$ cat config.mk
export PLATFORM = sky130hd
export DESIGN_NAME = mem_arbiter
export DESIGN_NICKNAME = d
export VERILOG_FILES = /design/src/rtl/mem_arbiter_pkg.sv /design/src/rtl/rr_picker.sv /design/src/rtl/mem_arbiter.sv
export SDC_FILE = /design/constraint.sdc
export NUM_CORES = 1
export LEC_CHECK = 0
export CORE_AREA = 4 4 218 220
export DETAILED_ROUTE_END_ITERATION = 12
export DIE_AREA = 0 0 222 224
export SYNTH_ARGS = -nofsm -noshare
export SYNTH_HDL_FRONTEND = slang
export SYNTH_SLANG_ARGS = --single-unit
$ cat constraint.sdc
create_clock -name i_clk -period 2.25 [get_ports i_clk]
set_input_delay 0.3375 -clock i_clk [delete_from_list [all_inputs] [get_ports i_clk]]
set_output_delay 0.3375 -clock i_clk [all_outputs]
set_load 0.02 [all_outputs]
$ cat src/rtl/mem_arbiter_pkg.sv
// Shared widths, address type and arbiter state encoding for the shared-memory port.
package mem_arbiter_pkg;

  localparam int ARB_BUS_W  = 64;
  localparam int ARB_ADDR_W = 16;

  typedef logic [ARB_ADDR_W-1:0] addr_t;

  typedef enum logic [1:0] {
    ARB_IDLE,
    ARB_GNT_RD,
    ARB_GNT_WR
  } arb_state_t;

endpackage

$ cat src/rtl/rr_picker.sv
// Combinational round-robin picker: first set request after ptr, wrapping modulo N.
module rr_picker #(
  parameter int N  = 4,
  parameter int IW = (N > 1) ? $clog2(N) : 1
) (
  input  logic [N-1:0]  req,
  input  logic [IW-1:0] ptr,
  output logic [N-1:0]  gnt,
  output logic [IW-1:0] idx,
  output logic          valid
);

  logic [IW-1:0] cand;

  always_comb begin
    // NOTE: every output gets a default before any branch so no latch is inferred.
    gnt   = '0;
    idx   = '0;
    valid = 1'b0;
    cand  = '0;
    // The previous winner (ptr itself) is visited last, which gives the fairness.
    for (int off = 1; off <= N; off++) begin
      cand = IW'((int'(ptr) + off) % N);
      if (!valid && req[cand]) begin
        valid = 1'b1;
        idx   = cand;
      end
    end
    if (valid) gnt[idx] = 1'b1;
  end

endmodule

$ cat src/rtl/mem_arbiter.sv
// Round-robin arbiter sharing one memory port among NPROC processors.
// Read grants last RD_BEATS cycles (operand pair); write grants last one cycle.
module mem_arbiter
  import mem_arbiter_pkg::*;
#(
  parameter int NPROC    = 4,
  parameter int BUS_W    = ARB_BUS_W,
  parameter int ADDR_W   = ARB_ADDR_W,
  parameter int RD_BEATS = 2
) (
  input  logic                    i_clk,
  input  logic                    i_rst,
  input  logic [NPROC-1:0]        i_req_rd,
  input  logic [NPROC-1:0]        i_req_wr,
  input  logic [NPROC*ADDR_W-1:0] i_addr,
  input  logic [NPROC*BUS_W-1:0]  i_wdata,
  input  logic [NPROC*3-1:0]      i_wr_size,
  output logic [NPROC-1:0]        o_grant_rd,
  output logic [NPROC-1:0]        o_grant_wr,
  output logic [BUS_W-1:0]        o_rdata,
  output logic [ADDR_W-1:0]       o_mem_addr,
  output logic                    o_mem_we,
  output logic [BUS_W-1:0]        o_mem_wdata,
  output logic [2:0]              o_mem_wr_size,
  input  logic [BUS_W-1:0]        i_mem_rdata
);

  localparam int IW = (NPROC > 1) ? $clog2(NPROC) : 1;
  localparam int BW = (RD_BEATS > 1) ? $clog2(RD_BEATS) : 1;

  arb_state_t       state_q, state_d;
  logic [IW-1:0]    owner_q, owner_d;
  logic [IW-1:0]    rr_ptr_q, rr_ptr_d;
  logic [BW-1:0]    beat_q, beat_d;
  logic [NPROC-1:0] eligible, pick_gnt, owner_oh;
  logic [IW-1:0]    pick_idx;
  logic             pick_valid, last_beat;

  logic [ADDR_W-1:0] addr_a  [NPROC];
  logic [BUS_W-1:0]  wdata_a [NPROC];
  logic [2:0]        size_a  [NPROC];

  for (genvar k = 0; k < NPROC; k++) begin : g_unpack
    assign addr_a[k]  = i_addr[k*ADDR_W +: ADDR_W];
    assign wdata_a[k] = i_wdata[k*BUS_W +: BUS_W];
    assign size_a[k]  = i_wr_size[k*3 +: 3];
  end

  assign eligible  = i_req_rd | i_req_wr;
  assign last_beat = (beat_q == BW'(RD_BEATS - 1));
  assign owner_oh  = NPROC'(1) << owner_q;

  rr_picker #(.N(NPROC), .IW(IW)) u_picker (
    .req   (eligible),
    .ptr   (rr_ptr_q),
    .gnt   (pick_gnt),
    .idx   (pick_idx),
    .valid (pick_valid)
  );

  always_comb begin
    state_d  = state_q;
    owner_d  = owner_q;
    rr_ptr_d = rr_ptr_q;
    beat_d   = '0;
    unique case (state_q)
      ARB_IDLE: begin
        if (pick_valid) begin
          owner_d  = pick_idx;
          rr_ptr_d = pick_idx;
          // A port asserting both request types is served as a write.
          state_d  = |(pick_gnt & i_req_wr) ? ARB_GNT_WR : ARB_GNT_RD;
        end
      end
      ARB_GNT_RD: begin
        if (last_beat || !i_req_rd[owner_q]) state_d = ARB_IDLE;
        else                                 beat_d  = beat_q + 1'b1;
      end
      ARB_GNT_WR: state_d = ARB_IDLE;
      default:    state_d = ARB_IDLE;
    endcase
  end

  // Outputs decode registered state/owner only; request lines never feed grants.
  always_comb begin
    o_grant_rd    = '0;
    o_grant_wr    = '0;
    o_rdata       = '0;
    o_mem_addr    = '0;
    o_mem_we      = 1'b0;
    o_mem_wdata   = '0;
    o_mem_wr_size = '0;
    unique case (state_q)
      ARB_GNT_RD: begin
        o_grant_rd = owner_oh;
        o_mem_addr = addr_a[owner_q];
        o_rdata    = i_mem_rdata;
      end
      ARB_GNT_WR: begin
        o_grant_wr    = owner_oh;
        o_mem_we      = 1'b1;
        o_mem_addr    = addr_a[owner_q];
        o_mem_wdata   = wdata_a[owner_q];
        o_mem_wr_size = size_a[owner_q];
      end
      default: ;
    endcase
  end

  always_ff @(posedge i_clk or posedge i_rst) begin
    if (i_rst) begin
      state_q  <= ARB_IDLE;
      owner_q  <= '0;
      rr_ptr_q <= IW'(NPROC - 1);
      beat_q   <= '0;
    end else begin
      // NOTE: non-blocking so every flop samples the pre-edge values of the others.
      state_q  <= state_d;
      owner_q  <= owner_d;
      rr_ptr_q <= rr_ptr_d;
      beat_q   <= beat_d;
    end
  end

endmodule

==> impl_metrics.tcl, run 1 <==
set metrics [dict create \
    status "finished with violations" \
    violations "setup timing" \
    port_buffers 561 \
    die_y_um 224 \
    numCtsBuffers 3 \
    period_minus_slack_ns 2.394 \
    cts_hold_buf 0 \
    arrival_ns 2.06 \
    postSynthAreaPerCell_um2 10.77 \
    cts-root-buf "clkbuf_16" \
    finalHoldViolCount 0 \
    fin_crit_sh_pct 106.4 \
    wl_mm 30.52 \
    ctsHtreeMaxLevel 1 \
    ff2ff_path_depth 6 \
    cts_tree "done" \
    cp_top_family "buffers and inverters" \
    drive_gt1_share_pct 33.19 \
    critPathMostFrequentCell "buf_12" \
    yosys_register_bits 7 \
    final_max_slew_viol_count 0 \
    cap_violations 0 \
    initialDrtViolationCount 186 \
    rr_startpoint "owner_q[1]" \
    area_growth_pct 196.4 \
    cp_slowest_cell "dfrtp_4" \
    r2r_setup_slack_ns 0.18 \
    clkLatencyLatePin_ns 0.23 \
    reg2reg_to "state_q[0]" \
    final.setup_skew_ns 0.002068 \
    hold_class "in -> async" \
    start_util_pct 7.897 \
    core-area_um2 45280 \
    antenna_found_initial 4 \
    detail-route-antenna-nets 0 \
    clockBufferDepth 2 \
    ir_worst_vdd_uv 503.2 \
    dieArea_um2 49730 \
    gp_congestion 0.9017 \
    cp-start-kind "register" \
    path_clk_slew_ns 0.04 \
    avgRoutedWirePerCell_um 20.24 \
    synth_seq_area_share_pct 4.969 \
    grt_pass1_vias 6065 \
    power_density_nw_per_um2 913.0 \
    fmax_mhz 417.7 \
    nNetsFinal 1317 \
    tightest_slew_ns 0.4261 \
    drcViolationCount 0 \
    ys_types 37 \
    routed_via_density 3.602 \
    netlist_area_um2 3576 \
    rows 78 \
    syn-num-nets 741 \
    grt_pass1_wl_mm 42.12 \
    grt_overflow 0 \
    power.leakage_nw 4.329 \
    finalPower_mw 9.676 \
    grt_util_all_layers_pct 11.37 \
    layout_setup_ws_ns -0.1439 \
    syn_inst 332 \
    grt_max_degree 61 \
    crit_path_max_fanout 4 \
    dp_hpwl_mm 25.82 \
    crit_buf_inv 6 \
    crit_chain "buf_12 -> buf_8 -> buf_12 -> buf_16 -> buf_12 -> mux4_2 -> and2_4 -> buf_6" \
    slew_headroom_pct 71.33 \
    rsz0062_at_grt "yes" \
    crit_path_max_incr_delay_ns 0.48 \
    pre_cts_ws_ns -0.1701 \
    synth_warnings 0 \
    ioPinCount 562 \
    crit_path_end_kind "output port" \
    setup_viol 22 \
    setup_tns_ns -0.9384 \
    num_vias 5432 \
    die_w_um 222 \
    numClockSinks 7 \
    path_class "reg -> out" \
    cp.required_ns 1.91 \
    drt_first_pass_iters 4 \
]
[sequential cells by signal (all words and copies together) (netlist names)]
name,cells
beat_q,1
owner_q,2
state_q,2
rr_ptr_q,2
[metrics by stage]
stage | instances | instance area, µm² | utilization (%) | hold WS [ns]
2_1_floorplan | 332 | 3576 | - | 0.1394
3_3_place_gp | 1483 | 10020 | 22.13 | 0.5160
3_5_place_dp | 1483 | 10020 | 22.13 | 0.5307
4_1_cts | 1509 | 10460 | 23.10 | 0.3601
5_1_grt | 1507 | 10600 | 23.40 | 0.3840
6_report | 1508 | 10600 | 23.40 | 0.3471
[Yosys cell counts]
master    number  area share (%)
o211ai_1       2            0.42
o22ai_1        1            0.18
clkbuf_1      16             1.7
a21oi_1        2            0.28
buf_2         16             2.2
nor4_2         1            0.35
buf_6          3            0.94
o31ai_2        1            0.35
nor2_1         8            0.84
buf_1          1            0.10
o21bai_1       1            0.21
a21o_1         2            0.42
ha_1           3             1.0
nor4_1         1            0.18
or2_2          2            0.35
nor3b_1        5             1.0
and3b_4        1            0.35
nor4b_1        1            0.24
o21ai_2        1            0.24
o21bai_2       1            0.31
mux4_2        84              53
a31o_1         1            0.24
o21ai_0        2            0.28
inv_1          6            0.63
a22o_1         2            0.49
nor3_1         1            0.14
a211oi_2       1            0.35
nand2b_1       1            0.18
a221oi_1       1            0.24
mux2i_1        1            0.28
and2_1       147              26
and3_1         4            0.70
or2_1          1            0.18
dfrtp_1        5             3.5
nand2_1        3            0.31
dfstp_2        2             1.5
nor4_4         1            0.59
[how the worst max path moves through the flow]
stage,start,end,slack (ns),cells after the start
2_1_floorplan,state_q[0],o_grant_wr[0],0.31,4
3_3_place_gp,i_wdata[181],o_mem_wdata[53],-0.19,4
3_5_place_dp,owner_q[0],o_mem_wdata[29],-0.17,4
4_1_cts,owner_q[0],o_mem_addr[4],-0.17,8
5_1_grt,owner_q[0],o_mem_addr[6],-0.20,8
6_report,owner_q[0],o_mem_addr[6],-0.14,8
[final cells by class]
type / instances / area, µm²
clock buffers: 4 / 78.83
flip-flops and latches: 7 / 185.2
well taps: 600 / 750.7
multi-input cells: 283 / 3368
inverters: 6 / 22.52
repair buffers: 607 / 6190
fillers: 4917 / 34690
diodes: 1 / 2.502
[kinds of logic (layout without fill, tap and decap cells)]
| kind of cell | count (synthesis) | after routing | share of synthesized area (%) |
|---|---|---|---|
| buffers and inverters | 42 | 617 | 5.598 |
| adders and majority gates | 3 | 3 | 1.050 |
| DFF | 7 | 7 | 4.968 |
| muxes | 85 | 85 | 53.18 |
| and+or+nand+nor | 177 | 177 | 31.18 |
| AOI/OAI and AO/OA | 18 | 18 | 4.024 |
| other | 0 | 1 | 0 |
[placed cells by master (no fill, tap or decap), types with 2 or more instances in the layout]
cell type and count:
clkdlybuf4s50_1 405, mux4_2 84, and2_1 81, dlygate4sd2_1 68
buf_6 67, and2_4 66, buf_4 24, buf_2 14
buf_12 14, nor2_1 8, inv_1 5, nor3b_1 5
buf_16 5, and3_1 4, clkbuf_2 4, nand2_1 3
dfrtp_1 3, clkbuf_16 3, buf_8 3, or2_2 2
o211ai_1 2, a22o_1 2, a21oi_1 2, a21o_1 2
o21ai_0 2, ha_2 2, clkdlybuf4s15_1 2, dfrtp_4 2
dfstp_2 2
[worst reg2reg max path: stages, from the launching register on]
cell     delay, ns
dfrtp_4       0.43
buf_12        0.21
buf_4         0.20
mux4_2        0.52
and3b_4       0.21
a31o_1        0.20
a22o_1        0.18
[what timing repair did]
item | in CTS | in global routing
endpoints found under the setup margin | 153 | 83
gates resized for setup | 462 | 90
setup buffers | 16 | 2
hold endpoints to repair | 0 | 0
gates cloned | 6 | 0
pin swaps | 11 | 8
[power by group]
group	leakage [nW]	internal [mW]	switching [mW]
logic	4.21	5.02	4.06
clock network	0.0382	0.236	0.0704
registers	0.0816	0.214	0.0723
[metal layers]
metal / global-route usage, % / share of wire [%] / wire length, µm
met3: 3.722 / 9.6 / 2918
met2: 21.07 / 51 / 15550
met1: 12.86 / 38 / 11510
met5: 0 / 0.056 / 17
met4: 2.141 / 1.7 / 515
Power figures use the tool's default switching activity.
==> run 2, diff against run 1 <==
PLACE_DENSITY_LB_ADDON = 0.08   (was unset)
==> impl_metrics.tcl, run 2 (same netlist as run 1, synthesis figures left out) <==
set metrics [dict create \
    status "finished, final reports clean" \
    initialDrtViolationCount 75 \
    top_layer "met4" \
    drive_gt1_share_pct 27.41 \
    pre_cts_ws_ns -0.1571 \
    path_class "reg -> out" \
    detail-route-antenna-nets 0 \
    final_max_slew_viol_count 0 \
    dpl_cell_area_um2 10080 \
    die_y_um 224 \
    fin_crit_sh_pct 99.46 \
    grt_pass1_wl_mm 42.89 \
    grt_max_degree 48 \
    routed_via_density 3.452 \
    die_w_um 222 \
    ir_worst_vdd_uv 438.1 \
    nNetsFinal 1311 \
    arrival_ns 1.90 \
    grt_pass1_vias 5706 \
    port_buffers 561 \
    start_util_pct 7.897 \
    cts_tree "done" \
    area_growth_pct 189.6 \
    postLayoutCellArea_um2 10360 \
    finalHoldViolCount 0 \
    grt_util_all_layers_pct 11.63 \
    wl_mm 30.92 \
    setup_viol 0 \
    antenna_found_initial 2 \
    rsz0062_at_grt "yes" \
    cts-root-buf "clkbuf_16" \
    power_density_nw_per_um2 847.9 \
    largestRegisters "owner_q (2), rr_ptr_q (2), state_q (2)" \
    layout_setup_ws_ns 0.01220 \
    fillerInstances 4929 \
    path_clk_slew_ns 0.04 \
    route.met3.wl_mm 2.424 \
    whs_ns 0.3580 \
    gp_congestion 0.7624 \
    dr_wl_met2_mm 17.62 \
    rows 78 \
    dp_hpwl_mm 26.19 \
    drt_first_pass_iters 4 \
    dieArea_um2 49730 \
    ioPinCount 562 \
    tightest_slew_ns 0.4199 \
    ctsHtreeMaxLevel 1 \
    crit_path_end_kind "output port" \
    numCtsBuffers 3 \
    clockBufferDepth 2 \
    core-area_um2 45280 \
    final_cell_mix "clkdlybuf4s50_1 (405), and2_1 (123), mux4_2 (84)" \
    cp.required_ns 1.91 \
    crit_path_max_fanout 5 \
    numClockSinks 7 \
    period_minus_slack_ns 2.238 \
    hold_class "in -> async" \
    grt_overflow 0 \
    avgRoutedWirePerCell_um 20.57 \
    layout_commonest_cell "clkdlybuf4s50_1" \
    drcViolationCount 0 \
    multi_input_comb_area_um2 3261 \
    ff_latch_area_um2 185.2 \
    slew_headroom_pct 71.77 \
    num_vias 5188 \
    cp-start-kind "register" \
    clkLatencyLatePin_ns 0.23 \
    final.setup_skew_ns 0.0003750 \
    wl_met1_mm 10.66 \
    fmax_mhz 446.9 \
    cap_violations 0 \
    power.leakage_nw 4.269 \
]
==> run 2: cell types whose count changed in the layout (fill, tap and decap cells not counted), moves of 2 or more <==
| cell | delta |
|---|---|
| buf_6 | -35 |
| buf_4 | -9 |
| dlymetal6s2s_1 | +6 |
| and2_1 | +42 |
| clkbuf_16 | +2 |
| buf_2 | +17 |
| and2_4 | -42 |
| clkdlybuf4s15_1 | -2 |
| clkdlybuf4s15_2 | +18 |
==> run 2: what timing repair did <==
action,CTS,global route
hold endpoints to repair,0,0
pin swaps,0,5
resized for setup,398,89
hold buffers,0,0
cloned,7,2
endpoints found under the setup margin,149,83
setup buffers,11,0
==> run 2: worst paths after layout <==
path,start,to,slack (ns),depth (start not counted)
max,owner_q[0],o_mem_addr[7],0.01,5
min,i_rst,beat_q,0.36,2
max reg2reg,owner_q[1],state_q[0],0.27,5
min reg2reg,state_q[1],state_q[1],0.52,2
max in group asynchronous,i_rst,rr_ptr_q[1],1.60,2
min in group i_clk,state_q[1],state_q[1],0.52,2
==> run 2: layout make-up <==
cell class | count | area share [%]
diodes | 2 | 0.04833
inverters | 6 | 0.2175
clock buffers | 4 | 0.7611
flip-flops and latches | 7 | 1.788
repair buffers | 601 | 58.45
multi-input cells | 283 | 31.48
well taps | 600 | 7.249
==> run 2: routing by layer <==
metal | vias up | GRT usage (%)
met5 | - | 0
met2 | 280 | 23.60
met4 | 0 | 1.461
li1 | 2401 | -
met3 | 8 | 3.551
met1 | 2499 | 11.96
==> run 2: critical path, cell delays in order, from the launching register on <==
cell and delay [ns]:
dfrtp_4 0.44, buf_8 0.16, buf_12 0.14, mux4_2 0.50, and2_1 0.17, clkdlybuf4s15_2 0.25
==> run 2: where the power goes <==
part | total, mW | leakage, nW | internal (mW) | switching [mW]
registers | 0.306 | 0.0816 | 0.215 | 0.0907
clock network | 0.304 | 0.0382 | 0.236 | 0.0678
logic | 8.17 | 4.15 | 4.46 | 3.71
==> run 2: through the flow <==
step / std cells / util (%) / power, mW / TNS (ns)
after global placement: 1481 / 22.25 / 8.339 / -8.041
after CTS: 1503 / 22.71 / 8.969 / -0.7689
after global routing: 1503 / 22.87 / 9.459 / -1.089
after detailed placement: 1481 / 22.25 / 8.240 / -8.308
after floorplan: 332 / - / 4.572 / 0
final: 1503 / 22.87 / 8.781 / 0
==> run 3, diff against run 2 <==
GPL_ROUTABILITY_DRIVEN = 0   (was unset)
RECOVER_POWER = 100   (was unset)
==> impl_metrics.tcl, run 3 (same netlist as run 1, synthesis figures left out) <==
set metrics [dict create \
    crit_path_max_incr_delay_ns 0.50 \
    layout_commonest_cell "clkdlybuf4s50_1" \
    whs_ns 0.4956 \
    initialDrtViolationCount 90 \
    rows 78 \
    multi_input_comb_area_um2 3254 \
    fillerInstances 4941 \
    clockBufferDepth 2 \
    die_y_um 224 \
    area_growth_pct 188.0 \
    cp-start-kind "register" \
    ff_latch_area_um2 185.2 \
    path_clk_slew_ns 0.04 \
    crit_path_max_fanout 5 \
    ioPinCount 562 \
    numCtsBuffers 3 \
    drt_first_pass_iters 4 \
    port_buffers 561 \
    numClockSinks 7 \
    ir_worst_vdd_uv 438.1 \
    crit_buf_inv 3 \
    antenna_found_initial 2 \
    final_max_slew_viol_count 0 \
    power.leakage_nw 4.166 \
    status "finished, final reports clean" \
    avgRoutedWirePerCell_um 20.57 \
    drive_gt1_share_pct 27.30 \
    finalHoldViolCount 0 \
    arrival_ns 1.90 \
    cp.required_ns 1.91 \
    largestRegisters "owner_q (2), rr_ptr_q (2), state_q (2)" \
    final_cell_mix "clkdlybuf4s50_1 (404), and2_1 (118), mux4_2 (84)" \
    cp_slowest_cell "mux4_2" \
    cts-root-buf "clkbuf_16" \
    clkLatencyLatePin_ns 0.23 \
    final.setup_skew_ns 0.0003796 \
    setup_viol 0 \
    rr_startpoint "owner_q[1]" \
    crit_path_end_kind "output port" \
    cts_tree "done" \
    wl_mm 30.91 \
    nNetsFinal 1311 \
    routed_via_density 3.459 \
    grt_pass1_vias 5706 \
    fmax_mhz 446.9 \
    grt_max_degree 48 \
    detail-route-antenna-nets 0 \
    cp_top_family "buffers and inverters" \
    grt_pass1_wl_mm 42.89 \
    core-area_um2 45280 \
    ctsHtreeMaxLevel 1 \
    dp_hpwl_mm 26.19 \
    hold_class "in -> async" \
    tightest_slew_ns 0.6065 \
    dp.cells 1481 \
    start_util_pct 7.897 \
    grt_overflow 0 \
    path_class "reg -> out" \
    rsz0062_at_grt "yes" \
    startpoint "owner_q[0]" \
    crit_chain "buf_8 -> buf_12 -> mux4_2 -> and2_1 -> clkdlybuf4s15_2" \
    dieArea_um2 49730 \
    setup_tns_ns 0 \
    period_minus_slack_ns 2.238 \
    power_density_nw_per_um2 849.0 \
    drcViolationCount 0 \
    fin_cells 1503 \
    slew_headroom_pct 59.19 \
    grt_util_all_layers_pct 11.63 \
    num_vias 5199 \
    cap_violations 0 \
    fin_crit_sh_pct 99.46 \
    die_w_um 222 \
]
==> run 3: changes by cell type in the layout (fill, tap and decap cells not counted), sizes merged <==
cell and delta:
clkbuf +5, dlymetal6s2s -5, clkdlybuf4s50 -1, dlygate4sd3 +1
==> run 3: final timing paths <==
kind,to,slack [ns],depth (start not counted)
setup reg to reg,state_q[0],0.26,5
min in group i_clk,state_q[1],0.52,2
hold / removal,beat_q,0.50,2
hold reg to reg,state_q[1],0.52,2
setup / recovery,o_mem_addr[7],0.01,5
max in group asynchronous,rr_ptr_q[1],1.47,2
==> run 3: timing repair <==
item	4_1_cts	5_1_grt
gates resized for setup	398	89
endpoints found under the setup margin	149	83
cloned	7	2
pin swaps	0	5
buffers inserted	11	0
hold buffers	0	0
==> run 3: stage by stage <==
step | instance area, µm² | util, % | setup WS [ns] | power (mW)
3_3_place_gp | 10080 | 22.25 | -0.1613 | 8.339
6_report | 10300 | 22.74 | 0.01220 | 8.743
2_1_floorplan | 3576 | - | 0.3070 | 4.572
5_1_grt | 10300 | 22.74 | -0.05992 | 9.426
3_5_place_dp | 10080 | 22.25 | -0.1571 | 8.240
4_1_cts | 10280 | 22.71 | -0.1264 | 8.969
==> run 3: per-layer routing <==
layer	share of wire, %	up-vias	GRT usage [%]
li1	-	2402	-
met1	35	2509	11.96
met2	57	280	23.60
met3	7.8	8	3.551
met4	0.70	0	1.461
met5	0	-	0
==> run 3: where the power goes <==
part	internal [mW]	leakage (nW)	switching (mW)	total (mW)
clock network	0.236	0.0382	0.0678	0.304
logic	4.43	4.05	3.71	8.13
registers	0.215	0.0816	0.0908	0.306
==> run 3: layout make-up <==
class / instances / area share (%)
Timing Repair Buffer: 601 / 58.27
Multi-Input combinational cell: 283 / 31.60
Tap cell: 600 / 7.290
Sequential cell: 7 / 1.798
Clock buffer: 4 / 0.7655
Inverter: 6 / 0.2187
Antenna cell: 2 / 0.04860
